===== config.mk =====
export PLATFORM = sky130hd
export DESIGN_NAME = voice_slot_sequencer
export DESIGN_NICKNAME = d
export VERILOG_FILES = /design/src/rtl/voice_slot_sequencer.sv
export SDC_FILE = /design/constraint.sdc
export NUM_CORES = 1
export LEC_CHECK = 0
export BUFFER_PORTS_ARGS = -buffer_cell sky130_fd_sc_hd__buf_2
export CAP_MARGIN = 10
export CORE_MARGIN = 1.5
export CORE_UTILIZATION = 35
export CTS_CLUSTER_SIZE = 24
export DETAILED_ROUTE_END_ITERATION = 7
export RECOVER_POWER = 100
export SYNTH_ARGS = -nofsm -noshare
export SYNTH_HDL_FRONTEND = slang
export SYNTH_SLANG_ARGS = --single-unit

===== constraint.sdc =====
create_clock -name CK -period 2.2 [get_ports CK]
set_clock_uncertainty 0.2 [all_clocks]
set_input_delay 0.44 -clock CK [delete_from_list [all_inputs] [get_ports CK]]
set_output_delay 0.44 -clock CK [all_outputs]
set_load 0.05 [all_outputs]

===== src/rtl/voice_slot_sequencer.sv =====
// Time-division slot/phase sequencer for the voice datapath, with arbitration of the shared
// voice-parameter RAM between the slot datapath and CPU requests.
module voice_slot_sequencer #(
   parameter int unsigned NUM_SLOTS = 16,
   parameter int unsigned SLOT_BITS = 4
) (
   input  logic                 CK,
   input  logic                 RST,
   input  logic                 RUN,
   input  logic [NUM_SLOTS-1:0] VOICE_EN,
   input  logic                 CPU_REQ,
   output logic [SLOT_BITS-1:0] SLOT,
   output logic [1:0]           PHASE,
   output logic                 SYNC,
   output logic                 ADR_LD,
   output logic                 ROM_OE,
   output logic                 ACC_EN,
   output logic                 WB_WE,
   output logic                 RAM_SEL,
   output logic                 CPU_ACK
);

   localparam int unsigned PosBits = SLOT_BITS + 2;
   localparam logic [PosBits-1:0] PosOne = PosBits'(1);

   typedef enum logic [1:0] {StIdle, StGnt1, StGnt2, StAckw} cpu_st_e;

   logic [PosBits-1:0] pos_q, pos_d;
   logic               act_q, act_d;
   cpu_st_e            st_q;
   logic               grant_start;
   logic               start_blocked;

   // Position width equals log2(NUM_SLOTS*4), so the increment wraps on its own.
   always_comb begin
      pos_d = pos_q;
      if (!RUN || !act_q) begin
         pos_d = '0;
      end else begin
         pos_d = pos_q + PosOne;
      end
   end

   // A grant may only begin where it cannot overlap phase 0 of any slot.
   assign grant_start = (st_q == StIdle) & CPU_REQ & (!act_q | (pos_d[1:0] == 2'd2));

   // Starting the datapath in the same edge a grant begins would put ADR_LD under RAM_SEL.
   assign start_blocked = grant_start | (st_q == StGnt1) | (st_q == StGnt2);
   assign act_d         = RUN & (act_q | !start_blocked);

   always_ff @(posedge CK or posedge RST) begin
      if (RST) begin
         pos_q   <= '0;
         act_q   <= 1'b0;
         st_q    <= StIdle;
         RAM_SEL <= 1'b0;
         CPU_ACK <= 1'b0;
      end else begin
         pos_q <= pos_d;
         act_q <= act_d;
         unique case (st_q)
            StIdle: begin
               if (grant_start) begin
                  st_q    <= StGnt1;
                  RAM_SEL <= 1'b1;
               end
            end
            StGnt1: begin
               st_q <= StGnt2;
            end
            StGnt2: begin
               st_q    <= StAckw;
               RAM_SEL <= 1'b0;
               CPU_ACK <= 1'b1;
            end
            StAckw: begin
               if (!CPU_REQ) begin
                  st_q    <= StIdle;
                  CPU_ACK <= 1'b0;
               end
            end
            default: begin
               st_q    <= StIdle;
               RAM_SEL <= 1'b0;
               CPU_ACK <= 1'b0;
            end
         endcase
      end
   end

   assign SLOT   = act_q ? pos_q[PosBits-1:2] : '0;
   assign PHASE  = act_q ? pos_q[1:0] : 2'd0;
   assign SYNC   = act_q & (pos_q == '0);
   assign ADR_LD = act_q & (pos_q[1:0] == 2'd0);
   assign ROM_OE = act_q & (pos_q[1:0] == 2'd1);
   assign ACC_EN = act_q & (pos_q[1:0] == 2'd2);
   assign WB_WE  = act_q & (pos_q[1:0] == 2'd3) & VOICE_EN[pos_q[PosBits-1:2]];

endmodule


==> results.md, run 1 <==
- HP Class: primary input to flop
- DP Cell Count: 156
- Crit path to: WB_WE
- Hold Vio Cnt, Final: 0
- CP Capture Type: primary output
- Pwr Density: 800.0 mW/mm^2
- # DRC: 0
- Critical path arrival: 1.71 ns
- CTS tree: built
- Fin crit period: 2.354 ns
- Cell count after synthesis: 90
- Syn. warnings: 0
- Fin Setup TNS: -0.2040 ns
- Worst setup margin: -0.1538 ns
- Met2 wire len: 973 microns
- Max_slew headroom: 0.5955
- Status: finished, violations left
- Clock tree root driver cell: clkbuf_4
- Unrepaired setup endpoints after global routing: yes
- Static Leak: 0.5809 nW
- Initial antenna violation count: 0
- Crit path from: pos_q[5]
- Post-synth net total: 119
- Share of cells above drive strength 1: 0.3969
- FFs w/ async S/R, synth: 1.000
- Worst R2R Start: pos_q[0]
- Number of global-route vias before repair: 741
- Starting density of the core: 0.3680
- Slowest CP cell: dfrtp_2
- Ys flop type: dfrtp_1
- Failing checks: negative setup slack
- Full die area: 0.002895 sq mm
- Top sig layer: met4
- Core ar.: 0.002455 sq mm
- ANT nets after route: 0
- Crit path cell chain: buf_4 -> mux4_2 -> a22oi_2 -> o41ai_4 -> buf_6
- Worst VDD drop: 0.0005175 V
- Wirelength per Cell: 11.91 microns
- Family with the most delay on the worst path: flip-flops
- Clk slew on worst S/H paths: 0.07 ns
- Net count, final: 161
- First-pass GRT wire length: 3125 microns
- Final setup viols: 2
- WP depth: 5
- Req. time, crit path: 1.56 ns
- Critical Path Fanout Max: 7
- Synth-to-Final Area Change: 31.58%
- Yosys cell types: 34
- Least-Margin Pin Slew: 0.6094 ns
- Total GRT Usage: 0.1494
- #FFs+latches synth: 11
- Initial DRC count: 5
- Worst reg2reg setup slack: 0.11 ns
- Fmax: 424.9 MHz
- Total power: 950.9 uW
- CP Launch Type: flop
- Tcrit/Tclk final: 1.070
- Post-synthesis sequential area ratio: 0.3047
- Worst path bufs/invs: 2
- Total CTS buffers: 3
- Final wirelength: 1918 microns
- Worst Reg-to-Reg Cells: 6
- Chip Height: 53.81 microns
- Chip width: 53.81 microns
- Drt first pass iters: 3
- Worst-skew pair later-pin latency: 0.26 ns
- GPL Wtd Cong: 0.6767
- Post-placement setup slack: -0.01184 ns
- Post-DR vias/cell: 4.882
- Non-filler instance count after layout: 161
- Detailed placer's ending HPWL: 1587 microns
- Total global routing overflow: 0
- Max Slew Vio Count: 0
- Crit Reg-Reg Endpoint: st_q[1]
- Port Buf Inserts: 32
- Post-synth EDFFs: 0
- Largest net degree at the start of global routing: 15
- Max Root-Sink Buffers: 2
- Clock Sinks: 11
- # IOs: 33
- Routed vias: 786
- Mapped cell area: 903.4 sq um
- H-tree Lvls: 1
- Mean Syn Cell Area: 10.04 sq um
- Diodes inserted: 0
- Wire length on met3: 126 microns
- Max stage delay on crit path: 0.47 ns
- Crit Path Category: flop to primary output
- # rows: 18
- Worst hold margin: 0.2230 ns
- Post-CTS setup buffer count: 0
- MaxCap Viol Count: 0
- DRT met1 WL: 809 microns
## cell type report
cell class	count	area, sq um
clock buffer	4	26.28
fill	245	1266
inverter	8	30.03
multi-input combinational	66	574.3
sequential	11	277.8
tap	30	37.54
timing repair buffer	42	242.7
## synth_stat cells, types with 3 or more instances
cell type  number  share of area
dfrtp_1        11           0.30
inv_1           8          0.033
nand2_1         5          0.021
nor2_1          8          0.033
and2_1          8          0.055
nand3_1         3          0.017
ha_1            9           0.12
## power breakdown
| group | internal [mW] | switching [mW] | leakage, nW |
|---|---|---|---|
| Sequential | 0.253 | 0.0413 | 0.138 |
| Combinational | 0.195 | 0.328 | 0.428 |
| Clock | 0.0700 | 0.0646 | 0.0150 |
| Total | 0.517 | 0.434 | 0.581 |
## registers in the layout, indices dropped and copies added (netlist names)
name     cells
CPU_ACK      1
RAM_SEL      1
act_q        1
pos_q        6
st_q         2
## cell usage in the layout (no fill, tap or decap), types with 2 or more instances in the layout
cell type / instances
o21ai_0: 2
clkbuf_4: 3
dfrtp_2: 2
mux4_2: 2
nand3_1: 3
buf_2: 27
clkbuf_1: 6
mux2_2: 2
xor2_1: 2
nand2_1: 5
ha_1: 9
nor3b_1: 2
mux2i_1: 2
a21oi_1: 2
dfrtp_1: 9
and2_1: 7
mux2_1: 2
buf_4: 7
nor2_1: 8
inv_1: 8
## worst register-to-register path, stage by stage, from the launching register on
cell,delay [ns]
dfrtp_1,0.35
clkbuf_1,0.22
inv_1,0.10
ha_1,0.30
nand3_1,0.12
a31oi_1,0.33
mux2_1,0.35
## per-stage QoR
stage                       util  area [sq um]
after global placement    0.4638          1139
final                     0.4842          1189
after CTS                 0.4832          1186
after detailed placement  0.4638          1139
after floorplan                -         915.9
after global routing      0.4842          1189
## routing by layer
layer / GRT usage / up-vias
met4: 0.06410 / 0
met1: 0.1707 / 364
met2: 0.2744 / 25
met5: 0 / -
li1: - / 395
met3: 0.01944 / 2
## what timing repair did
action,in CTS,in global routing
endpoints found under the setup margin,2,2
endpoints found under the hold margin,11,0
gates resized for setup,5,4
hold buffers,1,0
pin swaps,1,1
## cells by family (layout without fill, tap and decap cells)
| family | after synthesis | count (layout) | share of synthesized area |
|---|---|---|---|
| xor+xnor | 3 | 3 | 0.02909 |
| simple gates | 33 | 33 | 0.2008 |
| mux | 9 | 9 | 0.1385 |
| compound gates | 12 | 12 | 0.1219 |
| buf+inv | 13 | 54 | 0.08033 |
| fa+ha+maj | 9 | 9 | 0.1247 |
| flops | 11 | 11 | 0.3047 |
## worst min-delay path by stage
stage | startpoint | endpoint | cells after the start
6_report | RUN | act_q | 2
4_1_cts | RUN | act_q | 2
3_5_place_dp | RST | pos_q[2] | 2
2_1_floorplan | RST | CPU_ACK | 1
5_1_grt | RUN | act_q | 2
3_3_place_gp | RST | st_q[1] | 2
(Power assumes the default switching activity.)
==> run 2, diff against run 1 <==
--- a/config.mk
+++ b/config.mk
@@ -9,8 +9,10 @@
 export CAP_MARGIN = 10
 export CORE_MARGIN = 1.5
 export CORE_UTILIZATION = 35
+export CTS_CLUSTER_DIAMETER = 150
 export CTS_CLUSTER_SIZE = 24
 export DETAILED_ROUTE_END_ITERATION = 7
+export PLACE_DENSITY = 0.66
 export RECOVER_POWER = 100
 export SYNTH_ARGS = -nofsm -noshare
 export SYNTH_HDL_FRONTEND = slang
==> run 2 against run 1 <==
The flow still finishes with violations (negative setup slack). Sequential share of layout area is essentially flat. Routed wire length fell by 1.2%. Worst setup slack improved by 0.014 ns. Global-route usage shrank 0.58 points. Worst hold slack improved by 0.0064 ns. Sequential power about the same. Register-to-register slack is essentially flat. Via count shrank 1.5%. Total power is 1.8% lower. Critical path type unchanged.
==> results.md, run 2 (same netlist as run 1, synthesis figures left out) <==
- Status: finished, violations left
- Failing checks: negative setup slack
- Crit Reg-Reg Endpoint: st_q[1]
- Fillers: 250
- Final Core Density: 0.4832
- Chip Height: 53.81 microns
- Least-Margin Pin Slew: 0.5920 ns
- Tcrit/Tclk final: 1.063
- Detailed placer's ending HPWL: 1550 microns
- Static Leak: 0.5832 nW
- Pwr Density: 786.9 mW/mm^2
- Initial antenna violation count: 0
- Synth-to-Final Area Change: 31.30%
- GPL Wtd Cong: 0.7019
- Worst hold margin: 0.2294 ns
- Total GRT Usage: 0.1436
- Wirelength per Cell: 11.70 microns
- CTS tree: built
- Worst Reg-to-Reg Cells: 6
- Max Root-Sink Buffers: 2
- Req. time, crit path: 1.56 ns
- # IOs: 33
- MaxCap Viol Count: 0
- CP Capture Type: primary output
- Final wirelength: 1895 microns
- Family with the most delay on the worst path: multiplexers
- Sw power: 435.3 uW
- # rows: 18
- Chip width: 53.81 microns
- Design area: 0.001186 sq mm
- Routed vias: 774
- Fmax: 427.5 MHz
- Largest net degree at the start of global routing: 15
- Internal: 498.1 uW
- Commonest non-fill, non-tap cell in the layout: buf_2
- Total global routing overflow: 0
- Fin crit period: 2.339 ns
- Placed Area: 0.001146 sq mm
- Diodes inserted: 0
- Clock network fraction of design power: 0.146
- Critical Path Fanout Max: 4
- Worst path bufs/invs: 1
- Post-placement setup slack: -0.001553 ns
- Max Slew Vio Count: 0
- Largest register FFs: 6
- First-pass GRT wire length: 3022 microns
- ANT nets after route: 0
- Worst reg2reg setup slack: 0.10 ns
- Total CTS buffers: 3
- Unrepaired setup endpoints after global routing: yes
- Logic gate share of total power: 0.539
- Reg power frac: 0.315
- Full die area: 0.002895 sq mm
- Net count, final: 162
- Clock Sinks: 11
- Commonest cells after routing, fill and taps aside: 27 x buf_2, 9 x dfrtp_1, 9 x ha_1
- Number of global-route vias before repair: 731
- Initial DRC count: 0
- Port Buf Inserts: 32
- Drt first pass iters: 1
- Worst R2R Start: pos_q[0]
- Core ar.: 0.002455 sq mm
- Clock tree root driver cell: clkbuf_4
- Share of cells above drive strength 1: 0.3939
- Clk slew on worst S/H paths: 0.07 ns
- Max_slew headroom: 0.6070
- Crit path cell chain: mux4_2 -> a22oi_2 -> o41ai_4 -> buf_6
- Crit Path Category: flop to primary output
- HP Class: primary input to flop
- Final setup viols: 2
- Critical path arrival: 1.70 ns
- Worst setup margin: -0.1394 ns
- CP Launch Type: flop
- Post-CTS setup buffer count: 0
- Worst-skew pair later-pin latency: 0.27 ns
- WHS Endpoint: act_q
- # DRC: 0
- Worst VDD drop: 0.0006306 V
- Largest Register: pos_q
- Switching share of power: 0.4664
- Starting density of the core: 0.3680
- Max stage delay on crit path: 0.53 ns
- Hold path startpoint: RUN
- Hold Vio Cnt, Final: 0
- Fin Setup TNS: -0.1811 ns
- Biggest regs: pos_q: 6 flops, st_q: 2 flops
- Post-DR vias/cell: 4.778
- Slowest CP cell: mux4_2
- H-tree Lvls: 1
- Worst hold path stage count: 2
run 2: power groups by stage:
stage | Clock, mW | Combinational, mW | Sequential (mW)
2_1_floorplan | 0 | 0.331 | 0.340
3_3_place_gp | 0 | 0.489 | 0.292
3_5_place_dp | 0 | 0.507 | 0.297
4_1_cts | 0.142 | 0.516 | 0.293
5_1_grt | 0.148 | 0.563 | 0.302
6_report | 0.137 | 0.503 | 0.294
run 2: final cells by class:
cell class	count	area, sq um	share of cell area
sequential	11	277.8	0.2342
tap	30	37.54	0.03165
inverter	8	30.03	0.02532
clock buffer	4	26.28	0.02215
timing repair buffer	43	246.5	0.2078
multi-input combinational	66	568.0	0.4789
run 2: how the worst max path moves through the flow:
stage	from	slack [ns]	to	cells past startpoint
after floorplan	pos_q[5]	-0.05	WB_WE	4
after CTS	pos_q[2]	-0.16	WB_WE	4
after detailed placement	VOICE_EN[13]	-0.002	WB_WE	5
final	pos_q[2]	-0.14	WB_WE	4
after global placement	VOICE_EN[13]	0.02	WB_WE	5
after global routing	pos_q[2]	-0.21	WB_WE	4
run 2: what timing repair did:
| item | CTS | global route |
|---|---|---|
| setup endpoints to repair | 2 | 2 |
| gates resized for setup | 5 | 1 |
| pin swaps | 2 | 0 |
| hold endpoints to repair | 11 | 0 |
| hold buffers | 1 | 0 |
run 2: stage by stage:
step	instances	total power [mW]
CTS	162	0.9504
detailed placement	157	0.8038
global placement	157	0.7811
finish	162	0.9334
global route	162	1.013
floorplan	90	0.6712
run 2: routing by layer:
metal | share of wire | global-route usage
met1 | 0.44 | 0.1641
met2 | 0.49 | 0.2642
met3 | 0.071 | 0.01667
met4 | 0.0032 | 0.06410
met5 | 0 | 0
==> run 3, diff against run 2 <==
==> constraint.sdc (replaced) <==
create_clock -name CK -period 2.6 [get_ports CK]
set_clock_uncertainty 0.2 [all_clocks]
set_input_delay 0.52 -clock CK [delete_from_list [all_inputs] [get_ports CK]]
set_output_delay 0.52 -clock CK [all_outputs]
set_load 0.05 [all_outputs]
==> run 3 against run 2 <==
The run now ends clean. Sequential share of layout area up 1.4 points. Register-to-register slack better by 0.53 ns. Final cell count down 5.6%. Sequential cell count unchanged. Global-route usage down 0.98 points. Clock power down 16%. Non-clock buffer count down 9. Worst setup slack better by 0.19 ns. Largest power group unchanged.
==> results.md, run 3 (same netlist as run 1, synthesis figures left out) <==
- Status: finished clean
- Port Buf Inserts: 32
- CP Capture Type: primary output
- Number of global-route vias before repair: 709
- Largest register FFs: 6
- Unrepaired setup endpoints after global routing: no
- Final wirelength: 1826 microns
- Initial antenna violation count: 0
- Crit path from: pos_q[5]
- ANT nets after route: 0
- Max Slew Vio Count: 0
- Biggest regs: pos_q: 6 flops, st_q: 2 flops
- Worst-skew pair later-pin latency: 0.27 ns
- FF+latch area: 277.8 sq um
- Req. time, crit path: 1.88 ns
- Routed vias: 756
- # DRC: 0
- CTS tree: built
- Fillers: 243
- Final setup viols: 0
- Starting density of the core: 0.3680
- Initial DRC count: 8
- Chip width: 53.81 microns
- Max Root-Sink Buffers: 2
- Fmax: 392.3 MHz
- Clk slew on worst S/H paths: 0.07 ns
- # rows: 18
- Multi-input logic area: 566.8 sq um
- Full die area: 0.002895 sq mm
- Fin Setup TNS: 0 ns
- Tcrit/Tclk final: 0.9805
- H-tree Lvls: 1
- # IOs: 33
- GPL Wtd Cong: 0.6611
- Commonest non-fill, non-tap cell in the layout: buf_2
- CP Launch Type: flop
- Synth-to-Final Area Change: 23.96%
- Crit Path Category: flop to primary output
- Core ar.: 0.002455 sq mm
- MaxCap Viol Count: 0
- Hold Vio Cnt, Final: 0
- Fin crit period: 2.549 ns
- Least-Margin Pin Slew: 0.5907 ns
- Post-placement setup slack: 0.2196 ns
- Static Leak: 0.5375 nW
- Drt first pass iters: 3
- Clock tree root driver cell: clkbuf_4
- First-pass GRT wire length: 2835 microns
- Max_slew headroom: 0.6079
- Commonest cells after routing, fill and taps aside: 20 x buf_2, 10 x clkbuf_2, 9 x dfrtp_1, 9 x ha_1
- Diodes inserted: 0
- Largest Register: pos_q
- Critical Path Fanout Max: 10
- Pwr Density: 685.3 mW/mm^2
- Net count, final: 153
- Total CTS buffers: 3
- Chip Height: 53.81 microns
- Total global routing overflow: 0
- Worst R2R Start: st_q[0]
- Share of cells above drive strength 1: 0.3659
- Clock Sinks: 11
- Total GRT Usage: 0.1338
- Detailed placer's ending HPWL: 1452 microns
- Worst VDD drop: 0.0004997 V
- Total power: 767.4 uW
- Largest net degree at the start of global routing: 16
- Worst setup margin: 0.05072 ns
- CTS Hold Buffers Added: 0
- Critical path arrival: 1.83 ns
- Wirelength per Cell: 11.93 microns
- HP Class: primary input to async pin
- Post-DR vias/cell: 4.941
## run 3: cell count changes in the layout (fill, tap and decap cells not counted), sizes merged
cell,before,now
buf,37,21
clkbuf,9,17
dlygate4sd3,1,0
## run 3: final timing paths
path,end,slack (ns),cells after the start
worst max-delay path,WB_WE,0.05,4
worst min-delay path,CPU_ACK,0.03,2
worst max register to register,st_q[1],0.63,5
worst min register to register,CPU_ACK,0.33,2
max in group asynchronous,pos_q[5],1.85,2
min in group CK,act_q,0.31,2
## run 3: worst max-delay path: stages (launching register included)
cell and delay [ns]:
dfrtp_2 0.49, mux2_4 0.23, a2bb2o_4 0.22, o41ai_4 0.31, buf_2 0.31
## run 3: report_power, final
group          total, mW  internal (mW)  switching, mW
Combinational      0.400          0.134          0.266
Sequential         0.252          0.214         0.0381
Clock              0.115         0.0594         0.0560
## run 3: what timing repair did
item                                    4_1_cts  5_1_grt
gates cloned                                  0        0
endpoints found under the setup margin        1        1
setup buffers                                 0        1
resized for setup                             2        0
pin swaps                                     0        0
## run 3: per-stage QoR
stage          cells    util  cell area [sq um]  hold WS, ns
2_1_floorplan     90       -              914.6       0.1724
3_3_place_gp     148  0.4388               1077       0.3023
3_5_place_dp     148  0.4388               1077       0.3117
4_1_cts          152  0.4506               1106      0.04762
5_1_grt          153  0.4562               1120      0.07303
6_report         153  0.4562               1120      0.02792
## run 3: cell type report
| cell class | instances | area share |
|---|---|---|
| Clock buffer | 4 | 0.02346 |
| Inverter | 8 | 0.02682 |
| Multi-Input combinational cell | 66 | 0.5061 |
| Sequential cell | 11 | 0.2480 |
| Tap cell | 30 | 0.03352 |
| Timing Repair Buffer | 34 | 0.1620 |
## run 3: routing by layer
| layer | vias up | global-route usage | wire length [microns] |
|---|---|---|---|
| li1 | 378 | - | - |
| met1 | 351 | 0.1438 | 795 |
| met2 | 25 | 0.2561 | 879 |
| met3 | 2 | 0.02222 | 140 |
| met4 | 0 | 0.05128 | 11 |
| met5 | - | 0 | 0 |
